[src/rtl/temporizador_bcd.sv]
// temporizador_bcd: MM:SS BCD countdown timer with keypad digit entry and a done flag.
module temporizador_bcd (
  input  logic       clk,
  input  logic       reset,
  input  logic       tick,
  input  logic       mag_on,
  input  logic       clearn,
  input  logic       key_valid,
  input  logic [3:0] key_code,
  output logic [3:0] min_tens,
  output logic [3:0] min_units,
  output logic [3:0] sec_tens,
  output logic [3:0] sec_units,
  output logic [2:0] digit_cnt,
  output logic       timer_done
);
  logic [3:0] mt_q, mu_q, st_q, su_q, mt_d, mu_d, st_d, su_d;
  logic [3:0] mt_dec, mu_dec, st_dec, su_dec;
  logic [2:0] cnt_q, cnt_d;
  logic       zero, su_b, st_b, mu_b, do_dec, do_key;
  assign zero = ~|{mt_q, mu_q, st_q, su_q};
  // Borrow chain: sec_units wraps to 9, sec_tens to 5, min_units to 9; min_tens cannot underflow while time is nonzero.
  assign su_b   = su_q == 4'd0;
  assign st_b   = su_b && st_q == 4'd0;
  assign mu_b   = st_b && mu_q == 4'd0;
  assign su_dec = su_b ? 4'd9 : su_q - 4'd1;
  assign st_dec = su_b ? (st_q == 4'd0 ? 4'd5 : st_q - 4'd1) : st_q;
  assign mu_dec = st_b ? (mu_q == 4'd0 ? 4'd9 : mu_q - 4'd1) : mu_q;
  assign mt_dec = mu_b ? mt_q - 4'd1 : mt_q;
  assign do_dec = tick && mag_on && !zero;
  assign do_key = key_valid && !mag_on && key_code <= 4'd9 && cnt_q < 3'd4;
  always_comb begin
    mt_d  = mt_q;
    mu_d  = mu_q;
    st_d  = st_q;
    su_d  = su_q;
    cnt_d = cnt_q;
    if (!clearn) begin
      {mt_d, mu_d, st_d, su_d} = 16'h0000;
      cnt_d = 3'd0;
    end else if (do_dec) begin
      {mt_d, mu_d, st_d, su_d} = {mt_dec, mu_dec, st_dec, su_dec};
    end else if (do_key) begin
      {mt_d, mu_d, st_d, su_d} = {mu_q, st_q, su_q, key_code};
      cnt_d = cnt_q + 3'd1;
    end
  end
  always_ff @(posedge clk or posedge reset) begin
    if (reset) begin
      mt_q  <= 4'd0;
      mu_q  <= 4'd0;
      st_q  <= 4'd0;
      su_q  <= 4'd0;
      cnt_q <= 3'd0;
    end else begin
      mt_q  <= mt_d;
      mu_q  <= mu_d;
      st_q  <= st_d;
      su_q  <= su_d;
      cnt_q <= cnt_d;
    end
  end
  assign min_tens   = mt_q;
  assign min_units  = mu_q;
  assign sec_tens   = st_q;
  assign sec_units  = su_q;
  assign digit_cnt  = cnt_q;
  assign timer_done = zero;
endmodule

[config.mk]
export PLATFORM = sky130hd
export DESIGN_NAME = temporizador_bcd
export DESIGN_NICKNAME = d
export VERILOG_FILES = /design/src/rtl/temporizador_bcd.sv
export SDC_FILE = /design/constraint.sdc
export NUM_CORES = 1
export LEC_CHECK = 0
export ABC_AREA = 1
export BUFFER_PORTS_ARGS = -buffer_cell sky130_fd_sc_hd__buf_2
export CAP_MARGIN = 20
export CORE_ASPECT_RATIO = 1.2
export CORE_MARGIN = 2
export CORE_UTILIZATION = 39
export CTS_CLUSTER_SIZE = 24
export DETAILED_ROUTE_END_ITERATION = 6
export SYNTH_ARGS = -nofsm -noshare
export SYNTH_HDL_FRONTEND = slang
export SYNTH_SLANG_ARGS = --single-unit
[constraint.sdc]
create_clock -name clk -period 1.6 [get_ports clk]
set_input_delay 0.24 -clock clk [delete_from_list [all_inputs] [get_ports clk]]
set_output_delay 0.24 -clock clk [all_outputs]
set_load 0.05 [all_outputs]
# After elaboration in Yosys (flattened, before gate mapping)

Cells that the tools add are included.

$add $sub $neg: 5
Order comparisons: 2
Equal/unequal tests: 6
Mux-type cells: 21
Reduce and logical (&&, ||, !) cells: 17

Operators with widths:

| cell                | count |
|---|---|
| $mux 4              | 18 |
| $reduce_or 16->1    | 1 |
| $sub 4x1->4 const B | 4 |
| $logic_not 4->1     | 3 |
| $mux 3              | 3 |
| $ne 3x3->1 const B  | 3 |
| $reduce_and 2->1    | 4 |
| $logic_and 1x1->1   | 7 |
| $le 4x4->1 const B  | 1 |
| $add 3x1->3 const B | 1 |
| $lt 3x3->1 const B  | 1 |
| $ne 3x1->1 const B  | 1 |
| $logic_not 1->1     | 2 |
| $ne 2x1->1 const B  | 1 |
| $ne 2x2->1 const B  | 1 |

Bits in registers: 19
Input port bits: 10
Output and inout bits: 20
Logic and storage cells: 56

# Depth between registers and ports, before layout

Gate-level depths: netlist of the first run.

Depth after elaboration: 7
Depth in mapped cells: 12
Depth with buffers taken out: 11

# Worst setup path before layout of the first run

Ideal clock, no wire load.

Path kind: flip-flop to output port
Start point: register st_q[1] (netlist: sec_tens[1])
End point: output port timer_done
Data arrival time: 1753 ps
Data required time: 1360 ps
Setup slack: -393 ps
Cell stages (with the launch flop): 6
Buffers on the path: 0
Cell sequence: dfrtp_1 -> nor2_2 -> nand2_1 -> nor2_4 -> nand2_1 -> nor2_1

Word-level cells in the longest chain between the ends: 2

RTL lines:

| what                   | line | RTL |
|---|---|---|
| from (decl)            | 17   | `logic [3:0] mt_q, mu_q, st_q, su_q, mt_d, mu_d, st_d, su_d;` |
| from (signal assigned) | 58   | `st_q <= st_d;` |
| $reduce_or 16->1       | 21   | `assign zero = ~\|{mt_q, mu_q, st_q, su_q};` |
| $logic_not 1->1        | 21   |  |
| to (decl)              | 15   | `output logic timer_done` |

No other way between the ends.

# Worst setup path after layout of the first run

Start point: register mt_q[3] (netlist: min_tens[3])
End point: register mu_q[1] (netlist: min_units[1])

Word-level cells in the longest chain between the ends: 4
Elaborated cells between the ends (all ways): 7
Those cells by class: eq/ne (2); mux (2); reduce/logical (3)

RTL lines:

| what                                                        | line | RTL |
|---|---|---|
| from (decl)                                                 | 17   |  |
| from (signal assigned)                                      | 56   | `mt_q <= mt_d;` |
| $reduce_or 16->1 *                                          | 21   |  |
| $logic_and 1x1->1 *                                         | 30   | `assign do_dec = tick && mag_on && !zero;` |
| $ne 3x3->1 (no line) (tied with other cells)                | n/a  |  |
| $reduce_and 2->1 (no line) / $mux 4 (equally long branches) | n/a  |  |
| to (signal assigned)                                        | 57   | `mu_q <= mu_d;` |
| to (decl)                                                   | 17   |  |

Every way passes the cells marked *; elsewhere a longest branch is shown, timed or not.
A chain may end at the register's enable or synchronous reset.

==> results by group, run 1 <==
Route
  – First-pass DRT Iterations: 4
  – Via count: 1449
  – Drt total wl: 3.535 mm
  – DR WL/cell: 11.74 um
  – Final ANT Viol Nets: 0
  – DR DRC count: 0
  – Drt first-iter violations: 59
  – Vias per inst: 4.814

GRT
  – Pin count of the biggest net entering global routing: 20
  – Number of global-route vias before repair: 1358
  – Gr usage total: 0.1863
  – GRT Residual Overflow: 0
  – First-pass GRT wire length: 5.906 mm
  – Antenna violations before repair: 0

Floorplan
  – Die width: 58.43 um
  – FP Rows: 23
  – Ports: 30
  – Die area: 4049 um2
  – Initial core utilization: 0.4117
  – Die H: 69.31 um
  – Core box area: 3367 um2

Timing
  – Worst hold slack: -0.008706 ns
  – Period minus WS final: 1.609 ns
  – Setup TNS Final: -0.009206 ns
  – Slew Limit Fails: 0
  – RSZ-0062 raised after global routing: yes
  – Worst setup margin: -0.009206 ns
  – Fmax: 0.6214 GHz
  – Max-slew headroom: 0.7653
  – Clk_skew: 0.007477 ns
  – Worst Max-Slew Pin Slew: 0.3498 ns
  – Final setup vio count: 1
  – Final Hold Viols: 9
  – Final period util: 1.006

Setup path
  – R2R Path Start: min_tens[3]
  – Crit-path max FO: 14
  – Max incr delay on CP: 0.44 ns
  – CP top delay family: simple AND/OR/NAND/NOR gates
  – Worst Setup EP: min_units[1]
  – CP Depth: 8
  – Crit-path cells: nor2_1 -> nand2_4 -> nor2_4 -> nand2_4 -> buf_6 -> nand3_1 -> nand3_1 -> o21ai_0
  – R2R cell count: 8
  – Setup crit end kind: flip-flop
  – Crit-path slowest cell: dfrtp_2
  – RR Endpoint: min_units[1]
  – CP bufs+invs: 1
  – FF-to-FF setup slack: -0.009 ns
  – CP Launch Point: min_tens[3]
  – Crit path DAT: 1.77 ns
  – Setup Crit Path Kind: reg -> reg
  – CP startpoint kind: flip-flop
  – WP data required: 1.76 ns

CTS
  – TritonCTS Buffers: 3
  – CTS Root Cell: clkbuf_8
  – Worst-path clk slew: 0.08 ns
  – Clock sink count: 19
  – Clock Latency Late Sink: 0.27 ns
  – H-tree depth: 1
  – Bufs on Longest Clock Path: 2
  – CTS tree: done

Synthesis
  – Largest cells by area after synthesis: dfrtp_1 (34%), nand2_1 (19%), nand3_1 (9.0%)
  – Post-synth EDFFs: 0
  – Mapped Area: 1386 um2
  – Post-Syn Nets: 221
  – Ys flop type: dfrtp_1
  – Main combinational cell family by area after synthesis: simple AND/OR/NAND/NOR gates
  – Top cells by count, synth: nand2_1 (71), nand3_1 (25), inv_1 (24), nor2_1 (20), dfrtp_1 (19)
  – Count leader, synth: nand2_1
  – Syn. warnings: 0
  – Register bit total from synthesis: 19
  – Synth Area in XOR/XNOR: 0.01895
  – Yosys top cell by area: dfrtp_1
  – Seq/Total Area, Yosys: 0.3430
  – Mapped Cells: 208
  – Post-synth top area share: 0.3430
  – Avg Cell Area, Syn: 6.665 um2
  – Post-synthesis simple-gate area fraction: 0.4251
  – Post-synthesis compound-gate area fraction: 0.08574
  – Synth unique cells: 23
  – Adder-Cell Fraction of Synth Area: 0.02708
  – Mux contribution to synthesized area: 0
  – Async SR Flop Fraction: 1.000

Pwr
  – Total Power: 2.153 mW
  – Max VDD drop: 0.6599 mV
  – Leakage: 1.051 nW
  – Power Density: 1107 nW/um2

Cells and area
  – Layout cells sized above 1: 0.3939
  – N_diodes: 0
  – # nets final: 278
  – Area Growth Syn to Fin: 40.25%

Worst hold path
  – Hold/Removal Path Class: in -> async

Run status
  – Status: finished with violations
  – Failing checks: negative hold slack, negative setup slack

Place
  – IO buf count: 29
  – Place WS: 0.04772 ns
  – Final Wtd Congestion: 0.7923
  – Hpwl dp: 2.485 mm

Job
  – Max-capacitance violation count: 0
==> worst min-delay path: cells and delay by family <==
kind,cells,cell delay (ns)
buffers and inverters,3,0.40
==> stage by stage <==
step | cell area [um2] | std cells | util
floorplan | 1424 | 208 | -
global placement | 1709 | 286 | 0.5076
detailed placement | 1709 | 286 | 0.5076
CTS | 1833 | 297 | 0.5444
global route | 1944 | 301 | 0.5775
finish | 1944 | 301 | 0.5775
==> report_power, final <==
group          switching [mW]  leakage, nW  internal, mW  total, mW
Clock                   0.176       0.0228         0.178      0.354
Combinational           0.749        0.801         0.419       1.17
Sequential             0.0695        0.228         0.561      0.631
Total                   0.995         1.05          1.16       2.15
==> registers in the layout, summed over array words and instances (netlist names) <==
name       cells
sec_tens       4
min_units      4
sec_units      4
digit_cnt      3
min_tens       4
==> placed cells by master (no fill, tap or decap), types with 3 or more instances in the layout <==
master	synthesis	final
inv_1	24	22
o21ai_1	0	3
buf_4	2	25
nand2_1	71	66
clkbuf_8	0	3
nand3_1	25	25
nor2_2	2	3
dfrtp_1	19	3
buf_2	0	28
o21ai_0	16	13
nor2_1	20	15
nor2_4	5	9
a21oi_1	3	3
nand2_2	2	6
dfrtp_2	0	16
==> per-layer routing <==
| layer | vias up | track usage | routed length, um | share of wire |
|---|---|---|---|---|
| met3 | 7 | 0.02239 | 111 | 0.031 |
| met1 | 651 | 0.2450 | 1588 | 0.45 |
| met4 | 0 | 0.06202 | 67 | 0.019 |
| met5 | - | 0 | 0 | 0 |
| li1 | 761 | - | - | - |
| met2 | 30 | 0.3096 | 1768 | 0.50 |
==> area by class of cell <==
cell class | instances | area, um2
multi-input cells | 157 | 852.1
repair buffers | 58 | 405.4
well taps | 37 | 46.29
fillers | 343 | 1423
clock buffers | 4 | 45.04
inverters | 26 | 100.1
flip-flops and latches | 19 | 495.5
==> how the worst min path moves through the flow <==
stage                from      endpoint  slack, ns  depth (start not counted)
floorplan           reset  digit_cnt[0]       0.19                          1
global placement    reset  digit_cnt[2]       0.28                          3
detailed placement  reset  digit_cnt[0]       0.29                          3
CTS                 reset  digit_cnt[0]     0.0002                          3
global route        reset  digit_cnt[2]       0.03                          3
finish              reset  digit_cnt[0]     -0.009                          3
==> cell families (layout without fill, tap and decap cells) <==
family | Yosys count | in the layout
AOI/OAI and AO/OA | 22 | 22
xor gates and xnor gates | 3 | 3
adders and majority gates | 3 | 3
buffers and inverters | 32 | 88
and+or+nand+nor | 129 | 129
DFF | 19 | 19
==> timing repair <==
item / CTS / global route
setup endpoints to repair: 1 / 17
gates cloned: 0 / 1
setup buffers: 7 / 3
gates resized for setup: 8 / 18
pin swaps: 3 / 6
hold buffers: 0 / 0
Note: power is estimated with default switching activity, not from simulation.
==> run 2, diff against run 1 <==
Settings changed: PLACE_DENSITY from default to 0.67.
==> run 2 against run 1 <==
Net effect:
- the flow finishes with violations (negative setup slack)
- power rose by 3.9%
- hold slack gained 0.29 ns
- cell area is 2.3% higher
- clock-buffer cell count did not move
- routed wire length grew 5.7%
- non-clock buffer count rose by 9
- clock skew decreased by 0.0030 ns
- sequential power is 0.8% higher
- utilization is 1.3 points higher
- sequential cell count unchanged
- maximum frequency decreased by 0.52%
==> results by group, run 2 (synthesis gave the netlist of run 1 again) <==
Pwr
  – Total Power: 2.238 mW (+3.9%)
  – Max VDD drop: 0.6672 mV (+1.1%)
  – Leakage: 1.086 nW (+3.3%)
  – Power Density: 1125 nW/um2 (+1.6%)

GRT
  – Number of global-route vias before repair: 1343 (-1.1%)
  – Antenna violations before repair: 0 (unchanged)
  – First-pass GRT wire length: 6.044 mm (+2.3%)
  – GRT Residual Overflow: 0 (unchanged)
  – Gr usage total: 0.1903 (+0.003916)
  – Pin count of the biggest net entering global routing: 20 (unchanged)

Timing
  – Max-slew headroom: 0.8084 (+0.04312)
  – RSZ-0062 raised after global routing: yes
  – Fmax: 0.6182 GHz (-0.52%)
  – Slew Limit Fails: 0 (unchanged)
  – Worst setup margin: -0.01756 ns (-0.008357 ns)
  – Final Hold Viols: 0 (-9)
  – Worst Max-Slew Pin Slew: 0.2863 ns (-0.06358 ns)
  – Clk_skew: 0.004447 ns (-0.003029 ns)
  – Setup TNS Final: -0.01756 ns (-0.008357 ns)
  – Period minus WS final: 1.618 ns (+0.008357 ns)
  – Final setup vio count: 1 (unchanged)
  – Final period util: 1.011 (+0.005223)

Setup path
  – Crit-path cells: nor2_4 -> nand2_2 -> nor2_4 -> nand2_2 -> nor2_4 -> buf_6
  – Top cell by count, worst path: nor2_4
  – RR Endpoint: sec_units[2]
  – Setup crit end kind: output pin
  – Worst Setup EP: timer_done
  – Setup Crit Path Kind: reg -> out
  – Max incr delay on CP: 0.43 ns (about the same)
  – CP startpoint kind: flip-flop
  – WP data required: 1.36 ns (-0.40 ns)
  – CP Launch Point: sec_units[0]
  – Crit-path max FO: 3 (-11)
  – Crit path DAT: 1.38 ns (-0.39 ns)
  – R2R Path Start: sec_units[0]
  – R2R cell count: 11 (+3)
  – FF-to-FF setup slack: 0.05 ns (+0.06 ns)
  – Crit-path slowest cell: dfrtp_2

Floorplan
  – Die width: 58.43 um (unchanged)
  – Die H: 69.31 um (unchanged)
  – Initial core utilization: 0.4117 (unchanged)
  – Die area: 4049 um2 (unchanged)
  – Ports: 30 (unchanged)
  – Core box area: 3367 um2 (unchanged)
  – FP Rows: 23 (unchanged)

Cells and area
  – Post-Layout Cell Count: 310 (+3.0%)
  – Commonest non-fill, non-tap cell in the layout: nand2_1
  – # nets final: 287 (+3.2%)
  – Layout cells sized above 1: 0.4139 (+0.01998)
  – Commonest cells after routing, fill and taps aside: nand2_1 (66), buf_4 (34), buf_2 (28), nand3_1 (25), inv_1 (22)
  – Area Growth Syn to Fin: 43.50%
  – N_diodes: 0 (unchanged)

CTS
  – Clock Latency Late Sink: 0.26 ns (about the same)
  – TritonCTS Buffers: 3 (unchanged)
  – Worst-path clk slew: 0.07 ns (about the same)
  – CTS Root Cell: clkbuf_8
  – Bufs on Longest Clock Path: 2 (unchanged)
  – H-tree depth: 1 (unchanged)
  – CTS tree: done
  – Clock sink count: 19 (unchanged)

Run status
  – Status: finished with violations
  – Failing checks: negative setup slack

Route
  – Final ANT Viol Nets: 0 (unchanged)
  – Drt total wl: 3.738 mm (+5.7%)
  – DR WL/cell: 12.06 um (+2.7%)
  – Drt first-iter violations: 49 (-17%)
  – Via count: 1529 (+5.5%)
  – Vias per inst: 4.932 (+2.5%)
  – DR DRC count: 0 (unchanged)
  – First-pass DRT Iterations: 4 (unchanged)

Worst hold path
  – Hold/Removal Path Class: in -> reg

Place
  – Final Wtd Congestion: 0.8273 (+4.4%)
  – Placed Instances: 287 (+0.35%)
  – Hpwl dp: 2.470 mm (-0.59%)
  – IO buf count: 29 (unchanged)

Job
  – Max-capacitance violation count: 0 (unchanged)
==> run 2: cell types whose count changed in the layout (fill, tap and decap cells not counted), moves of 2 or more <==
cell / delta
buf_4: +9
nor2_2: -3
a21oi_1: -2
a21oi_2: +2
nor2_4: +2
o21ai_0: -2
o21ai_1: +2
==> run 2: metrics by stage <==
stage | hold slack (ns) | utilization | area [um2] | setup WS, ns
global placement | 0.2729 | 0.5098 | 1717 | 0.03516
detailed placement | 0.2794 | 0.5098 | 1717 | 0.03026
CTS | 0.2777 | 0.5660 | 1906 | 0.0008497
floorplan | 0.1900 | - | 1424 | 0.0007087
global route | 0.3114 | 0.5909 | 1989 | -0.04728
finish | 0.2767 | 0.5909 | 1989 | -0.01756
==> run 2: worst max-delay path, delay by kind of cell (launching register included) <==
| family | cells | cell delay (ns) |
|---|---|---|
| simple gates | 5 | 0.53 |
| buf+inv | 1 | 0.16 |
| flops | 1 | 0.43 |
==> run 2: worst min-delay path by stage <==
stage               slack (ns)        start           end  cells after the start
finish                    0.28  key_code[1]  sec_units[1]                      5
global route              0.31  key_code[1]  sec_units[1]                      5
CTS                       0.28  key_code[1]  sec_units[1]                      5
detailed placement        0.28        reset  digit_cnt[0]                      3
global placement          0.27        reset  digit_cnt[0]                      3
floorplan                 0.19        reset  digit_cnt[0]                      1
==> run 2: routing by layer <==
metal	vias up	track usage	wire length (um)	share of wire
li1	781	-	-	-
met3	11	0.02239	144	0.039
met4	0	0.07752	114	0.030
met1	697	0.2480	1591	0.43
met5	-	0	0	0
met2	40	0.3121	1887	0.50
==> run 2: final cells by class <==
type / instances / area [um2]
Fill cell: 323 / 1378
Multi-Input combinational cell: 157 / 848.3
Sequential cell: 19 / 495.5
Timing Repair Buffer: 67 / 454.2
Inverter: 26 / 100.1
Tap cell: 37 / 46.29
Clock buffer: 4 / 45.04
==> run 2: power breakdown <==
| group | leakage, nW | internal, mW | switching (mW) | total (mW) |
|---|---|---|---|---|
| Combinational | 0.836 | 0.474 | 0.780 | 1.25 |
| Clock | 0.0228 | 0.178 | 0.170 | 0.348 |
| Sequential | 0.228 | 0.562 | 0.0743 | 0.636 |
==> run 2: repair_timing <==
| item | CTS | global route |
|---|---|---|
| endpoints found under the setup margin | 1 | 17 |
| pin swaps | 5 | 12 |
| gates resized for setup | 9 | 19 |
| hold buffers | 1 | 0 |
| endpoints found under the hold margin | 10 | 0 |
| buffers inserted | 14 | 4 |
